===== config.mk =====
export PLATFORM = sky130hd
export DESIGN_NAME = uart_tx_fifo_flat
export DESIGN_NICKNAME = d
export VERILOG_FILES = /design/src/rtl/uart_pkg.sv /design/src/rtl/uart_tx_fifo_if.sv /design/src/rtl/uart_byte_fifo.sv /design/src/rtl/uart_tx_fifo.sv /design/src/flat_wrapper.sv
export SDC_FILE = /design/constraint.sdc
export NUM_CORES = 1
export LEC_CHECK = 0
export CAP_MARGIN = 25
export CELL_PAD_IN_SITES_DETAIL_PLACEMENT = 1
export CELL_PAD_IN_SITES_GLOBAL_PLACEMENT = 1
export CORE_MARGIN = 5
export CORE_UTILIZATION = 40
export DETAILED_ROUTE_END_ITERATION = 10
export PLACE_DENSITY_LB_ADDON = 0.1
export SLEW_MARGIN = 20
export SYNTH_ARGS = -nofsm -noshare
export SYNTH_HDL_FRONTEND = slang
export SYNTH_HIERARCHICAL = 1
export SYNTH_SLANG_ARGS = --single-unit

===== constraint.sdc =====
create_clock -name clk -period 3.7 [get_ports clk]
set_input_delay 0.555 -clock clk [delete_from_list [all_inputs] [get_ports clk]]
set_output_delay 0.555 -clock clk [all_outputs]
set_load 0.05 [all_outputs]

===== src/rtl/uart_pkg.sv =====
// rtl/uart_pkg.sv - shared constants for the UART transmit path
package uart_pkg;

    localparam int BYTE_W = 8;

    localparam logic [1:0] IDLE      = 2'd0;
    localparam logic [1:0] ISSUE     = 2'd1;
    localparam logic [1:0] WAIT_BUSY = 2'd2;
    localparam logic [1:0] WAIT_DONE = 2'd3;

endpackage


===== src/rtl/uart_tx_fifo_if.sv =====
// rtl/uart_tx_fifo_if.sv - producer and transmitter-facing signals of uart_tx_fifo
interface uart_tx_fifo_if
    import uart_pkg::*;
#(
    parameter int DEPTH = 16
) ();
    localparam int AW = $clog2(DEPTH);

    logic              s_valid;
    logic              s_ready;
    logic [BYTE_W-1:0] s_data;
    logic              flush;
    logic              tx_busy;
    logic              tx_enable;
    logic [BYTE_W-1:0] tx_data;
    logic [AW:0]       fifo_count;
    logic              fifo_empty;
    logic              fifo_full;

    modport master (
        output s_valid, s_data, flush, tx_busy,
        input  s_ready, tx_enable, tx_data, fifo_count, fifo_empty, fifo_full
    );

    modport slave (
        input  s_valid, s_data, flush, tx_busy,
        output s_ready, tx_enable, tx_data, fifo_count, fifo_empty, fifo_full
    );

endinterface


===== src/rtl/uart_byte_fifo.sv =====
// rtl/uart_byte_fifo.sv - circular DEPTH x byte FIFO with push/pop/flush
module uart_byte_fifo
    import uart_pkg::*;
#(
    parameter int DEPTH = 16,
    parameter int AW    = $clog2(DEPTH)
) (
    input  logic              clk,
    input  logic              resetn,
    input  logic              i_push,
    input  logic              i_pop,
    input  logic              i_flush,
    input  logic [BYTE_W-1:0] i_wdata,
    output logic [BYTE_W-1:0] o_rdata,
    output logic [AW:0]       o_count,
    output logic              o_empty,
    output logic              o_full
);

    logic [BYTE_W-1:0] r_mem [DEPTH];
    logic [AW-1:0]     r_wr_ptr;
    logic [AW-1:0]     r_rd_ptr;
    logic [AW:0]       r_count;
    logic              w_push;
    logic              w_pop;
    logic              w_empty;
    logic              w_full;

    assign w_empty = (r_count == '0);
    assign w_full  = (r_count == (AW+1)'(DEPTH));

    // flush wins over both a coincident push and a coincident pop
    assign w_push = i_push && !w_full && !i_flush;
    assign w_pop  = i_pop && !w_empty && !i_flush;

    // storage is deliberately left without reset
    always_ff @(posedge clk) begin
        if (w_push) begin
            r_mem[r_wr_ptr] <= i_wdata;
        end
    end

    // pointers wrap naturally at AW bits; count tracks push minus pop
    always_ff @(posedge clk or negedge resetn) begin
        if (!resetn) begin
            r_wr_ptr <= '0;
            r_rd_ptr <= '0;
            r_count  <= '0;
        end else if (i_flush) begin
            r_wr_ptr <= '0;
            r_rd_ptr <= '0;
            r_count  <= '0;
        end else begin
            if (w_push) begin
                r_wr_ptr <= r_wr_ptr + 1'b1;
            end
            if (w_pop) begin
                r_rd_ptr <= r_rd_ptr + 1'b1;
            end
            case ({w_push, w_pop})
                2'b10:   r_count <= r_count + 1'b1;
                2'b01:   r_count <= r_count - 1'b1;
                default: r_count <= r_count;
            endcase
        end
    end

    assign o_rdata = r_mem[r_rd_ptr];
    assign o_count = r_count;
    assign o_empty = w_empty;
    assign o_full  = w_full;

endmodule


===== src/rtl/uart_tx_fifo.sv =====
// rtl/uart_tx_fifo.sv - byte buffer and one-at-a-time issue controller for the UART transmitter
module uart_tx_fifo
    import uart_pkg::*;
#(
    parameter int DEPTH = 16
) (
    input  logic          clk,
    input  logic          resetn,
    uart_tx_fifo_if.slave bus
);

    localparam int AW = $clog2(DEPTH);

    logic [1:0]        r_state;
    logic              r_tx_enable;
    logic [BYTE_W-1:0] r_tx_data;
    logic [BYTE_W-1:0] w_rdata;
    logic [AW:0]       w_count;
    logic              w_empty;
    logic              w_full;
    logic              w_push;
    logic              w_pop;

    // s_ready comes from the registered count only, so a full FIFO never bypasses
    assign w_push = bus.s_valid && !w_full;
    assign w_pop  = (r_state == IDLE) && !w_empty && !bus.tx_busy && !bus.flush;

    uart_byte_fifo #(
        .DEPTH (DEPTH)
    ) u_fifo (
        .clk     (clk),
        .resetn  (resetn),
        .i_push  (w_push),
        .i_pop   (w_pop),
        .i_flush (bus.flush),
        .i_wdata (bus.s_data),
        .o_rdata (w_rdata),
        .o_count (w_count),
        .o_empty (w_empty),
        .o_full  (w_full)
    );

    // issue FSM: one-cycle enable, then follow the transmitter's busy rise and fall
    always_ff @(posedge clk or negedge resetn) begin
        if (!resetn) begin
            r_state     <= IDLE;
            r_tx_enable <= 1'b0;
            r_tx_data   <= '0;
        end else begin
            case (r_state)
                IDLE: begin
                    if (w_pop) begin
                        r_tx_data   <= w_rdata;
                        r_tx_enable <= 1'b1;
                        r_state     <= ISSUE;
                    end
                end
                ISSUE: begin
                    r_tx_enable <= 1'b0;
                    r_state     <= WAIT_BUSY;
                end
                WAIT_BUSY: begin
                    if (bus.tx_busy) begin
                        r_state <= WAIT_DONE;
                    end
                end
                WAIT_DONE: begin
                    if (!bus.tx_busy) begin
                        r_state <= IDLE;
                    end
                end
                default: begin
                    r_tx_enable <= 1'b0;
                    r_state     <= IDLE;
                end
            endcase
        end
    end

    assign bus.s_ready    = !w_full;
    assign bus.tx_enable  = r_tx_enable;
    assign bus.tx_data    = r_tx_data;
    assign bus.fifo_count = w_count;
    assign bus.fifo_empty = w_empty;
    assign bus.fifo_full  = w_full;

endmodule


===== src/flat_wrapper.sv =====
// flat-port wrapper written by rule: the top's interface ports become plain ports
module uart_tx_fifo_flat import uart_pkg::*;
#(
    parameter int DEPTH = 16
)
  (clk, resetn, bus_s_valid, bus_s_data, bus_flush, bus_tx_busy, bus_s_ready, bus_tx_enable, bus_tx_data, bus_fifo_count, bus_fifo_empty, bus_fifo_full);
  uart_tx_fifo_if #(.DEPTH(DEPTH)) bus_i ();
  input  logic clk;
  input  logic resetn;
  input wire logic [$bits(bus_i.s_valid)-1:0] bus_s_valid;
  input wire logic [$bits(bus_i.s_data)-1:0] bus_s_data;
  input wire logic [$bits(bus_i.flush)-1:0] bus_flush;
  input wire logic [$bits(bus_i.tx_busy)-1:0] bus_tx_busy;
  output wire logic [$bits(bus_i.s_ready)-1:0] bus_s_ready;
  output wire logic [$bits(bus_i.tx_enable)-1:0] bus_tx_enable;
  output wire logic [$bits(bus_i.tx_data)-1:0] bus_tx_data;
  output wire logic [$bits(bus_i.fifo_count)-1:0] bus_fifo_count;
  output wire logic [$bits(bus_i.fifo_empty)-1:0] bus_fifo_empty;
  output wire logic [$bits(bus_i.fifo_full)-1:0] bus_fifo_full;
  assign bus_i.s_valid = bus_s_valid;
  assign bus_i.s_data = bus_s_data;
  assign bus_i.flush = bus_flush;
  assign bus_i.tx_busy = bus_tx_busy;
  assign bus_s_ready = bus_i.s_ready;
  assign bus_tx_enable = bus_i.tx_enable;
  assign bus_tx_data = bus_i.tx_data;
  assign bus_fifo_count = bus_i.fifo_count;
  assign bus_fifo_empty = bus_i.fifo_empty;
  assign bus_fifo_full = bus_i.fifo_full;
  uart_tx_fifo #(.DEPTH(DEPTH)) u_core (.clk(clk), .resetn(resetn), .bus(bus_i));
endmodule

==> results_dict.tcl <==
set metrics [dict create \
    drtPass1Iterations 5 \
    hpwl_mm 9.79 \
    fin_total_pwr_w 0.00465 \
    stdcell_count 674 \
    hold_violations 0 \
    cts_setup_buffers 0 \
    dieArea_sq_um 18600 \
    detail-route-antenna-nets 0 \
    cts.sinks 152 \
    cts_hold_buf 0 \
    async_flop_share_pct 15.8 \
    crit_fanout 8 \
    crit_start "u_core/u_fifo/o_count[0]" \
    gp_congestion 0.736 \
    synth_edf_count 128 \
    totalWireLength_mm 14.5 \
    utilization_pct 48.5 \
    finalCriticalPeriod_ps 3190 \
    drt_iter0_drc 195 \
    setup_viol 0 \
    crit_path_top_delay_cell "clkdlybuf4s50_1" \
    n_antenna_cell 0 \
    start_kind "flop" \
    min_period_over_period_pct 86.3 \
    core_sq_um 15800 \
    syn-cell-area_sq_um 6400 \
    syn_area_per_cell_sq_um 16.3 \
    outcome "complete, no violations" \
    yosys-top-cells-area "edfxtp_1 60%, dfrtp_1 9.4%, mux4_2 5.6%, mux2i_1 4.1%, ha_1 2.3%" \
    slew_headroom_pct 45.0 \
    critical_path_required_ps 3140 \
    finalNetCount 472 \
    worstSkewPairLatency_ps 420 \
    hold_class "reg2reg" \
    powerDensity_nw_per_um2 607 \
    use_met3_pct 4.48 \
    routedWlPerCell_microns 21.5 \
    vias_per_cell 5.24 \
    critPathMaxStageDelay_ps 840 \
    yosysMostFrequentCell "edfxtp_1" \
    synth.distinct_cells 42 \
    post-synth-top-area-cell "edfxtp_1" \
    htree_num_levels 4 \
    antenna_found_initial 0 \
    numPortBuffers 29 \
    ys.flop_type "edfxtp_1" \
    drive_gt1_share_pct 21.0 \
    syn_nets 419 \
    cts_root_buf "clkbuf_16" \
    maxCapViolCount 0 \
    clock_path_buffers 2 \
    dr_total_vias 3531 \
    met1_usage_pct 22.2 \
    netlist.area_leader.share_pct 60.1 \
    grt_pass1_vias 3771 \
    fin_worst_skew_ps 8.04 \
    cp_cell_sequence "or4_1 -> nor2_2 -> clkdlybuf4s50_1" \
    gr-total-overflow 0 \
    fp-row-count 46 \
    ir_worst_vdd_v 0.000387 \
    leakagePower_nw 2.61 \
    cts_resized 0 \
    start_util_pct 40.6 \
    io_pins 30 \
    fmax_ghz 0.313 \
    grt_first_pass_wirelength_mm 22.6 \
    worst_pin_slew_ps 823 \
    met2_usage_pct 28.0 \
    cts-buffers-inserted 17 \
    maxSlewViolCount 0 \
    setup_tns_ps 0 \
    end_kind "output port" \
    yosysWarnings 6 \
    critical_path_class "reg2out" \
    dpl.cell_count 643 \
    synthCells 393 \
    rr_startpoint "u_core/u_fifo/o_count[0]" \
    yosysSeqAreaShare_pct 69.5 \
    cts.clk_slew.worst_paths_ps 60 \
    die_x_microns 136 \
    nFillCells 1551 \
    fp.dieH_microns 136 \
    grt_max_degree 38 \
    route.detailed.drc 0 \
    top_usage_layer "met2" \
    crit_arrival_ps 2640 \
    grt_setup_unrepaired "no" \
    tritoncts "yes" \
    track_usage_pct 17.0 \
    yosys_register_bits 152 \
    min-delay-start "u_core/bus.tx_data[4]" \
    synthToLayoutAreaGrowth_pct 19.7 \
    yosys-top-cells-count "128 x edfxtp_1, 33 x nor2_1, 26 x mux2i_1, 24 x dfrtp_1, 21 x nand2_1" \
]
==> logic make-up after synthesis <==
logic type	synth area share, %
DFF	69.5
adders and majority gates	2.66
muxes	14.1
xor gates and xnor gates	1.10
and+or+nand+nor	4.93
buffers and inverters	1.88
AOI/OAI and AO/OA	5.87
==> worst max-delay path: cells and delay by family, from the launching register on <==
family                 cells  cell delay [ps]
buffers and inverters      1              840
DFF                        1              440
and+or+nand+nor            2              940
==> worst paths after layout <==
kind | cells after the start | end | slack [ps]
max | 3 | bus_fifo_empty | 510
min | 1 | u_core/bus.tx_data[4] | 510
max reg2reg | 12 | u_core/u_fifo/o_count[4] | 540
min reg2reg | 1 | u_core/bus.tx_data[4] | 510
max in group asynchronous | 2 | u_core/u_fifo/r_rd_ptr[0] | 2520
min in group asynchronous | 1 | u_core/r_state[1] | 570
==> layout by cell type, fill, tap and decap left out, types with 3 or more instances in the layout <==
cell             Yosys  final
edfxtp_1           128    128
nor2_1              33     32
clkdlybuf4s50_1      0     29
mux2i_1             26     26
dfrtp_1             24     23
buf_4                0     23
nand2_1             21     21
clkbuf_16            0     17
o21ai_0             17     17
a21oi_1             16     16
mux4_2              16     16
mux2_2              13     13
ha_1                12     12
mux2_4               9      9
inv_1                8      8
a221oi_1             8      8
a22oi_1              8      8
xor2_1               6      6
clkinv_2             0      3
bufinv_16            0      3
nor2b_1              3      3
==> report_power, final <==
part,switching [W],internal (W)
Clock,0.000669,0.00105
Combinational,0.000535,0.000368
Sequential,0.0000754,0.00195
Total,0.00128,0.00337
==> per-layer routing <==
metal / wire length (microns) / part of all wire (%)
met1: 6410 / 44
met2: 7320 / 51
met3: 552 / 3.8
met4: 193 / 1.3
met5: 0 / 0
==> sequential cells by signal (all words and copies together), names as in the netlist <==
register	flops
u_core/u_fifo/o_count	5
u_core/bus.tx_enable	1
u_core/u_fifo/r_wr_ptr	4
u_core/u_fifo/r_rd_ptr	4
u_core/bus.tx_data	8
u_core/r_state	2
u_core/u_fifo/r_mem	128
==> final cells by class <==
cell class	instances	area, sq um	share of cell area, %
multi-input cells	214	1840	24.1
clock inverters	13	154	2.01
clock buffers	18	429	5.61
well taps	216	270	3.53
flip-flops and latches	152	4450	58.1
inverters	8	30.0	0.392
repair buffers	53	483	6.31
==> per-stage QoR <==
| stage | instance area, sq um | hold slack, ps | setup WS [ps] |
|---|---|---|---|
| floorplan | 6400 | 259 | 139 |
| finish | 7660 | 512 | 505 |
| CTS | 7660 | 522 | 472 |
| detailed placement | 7070 | 501 | 434 |
| global route | 7660 | 535 | 243 |
| global placement | 7070 | 496 | 573 |
Note: power is estimated with default switching activity, not from simulation.
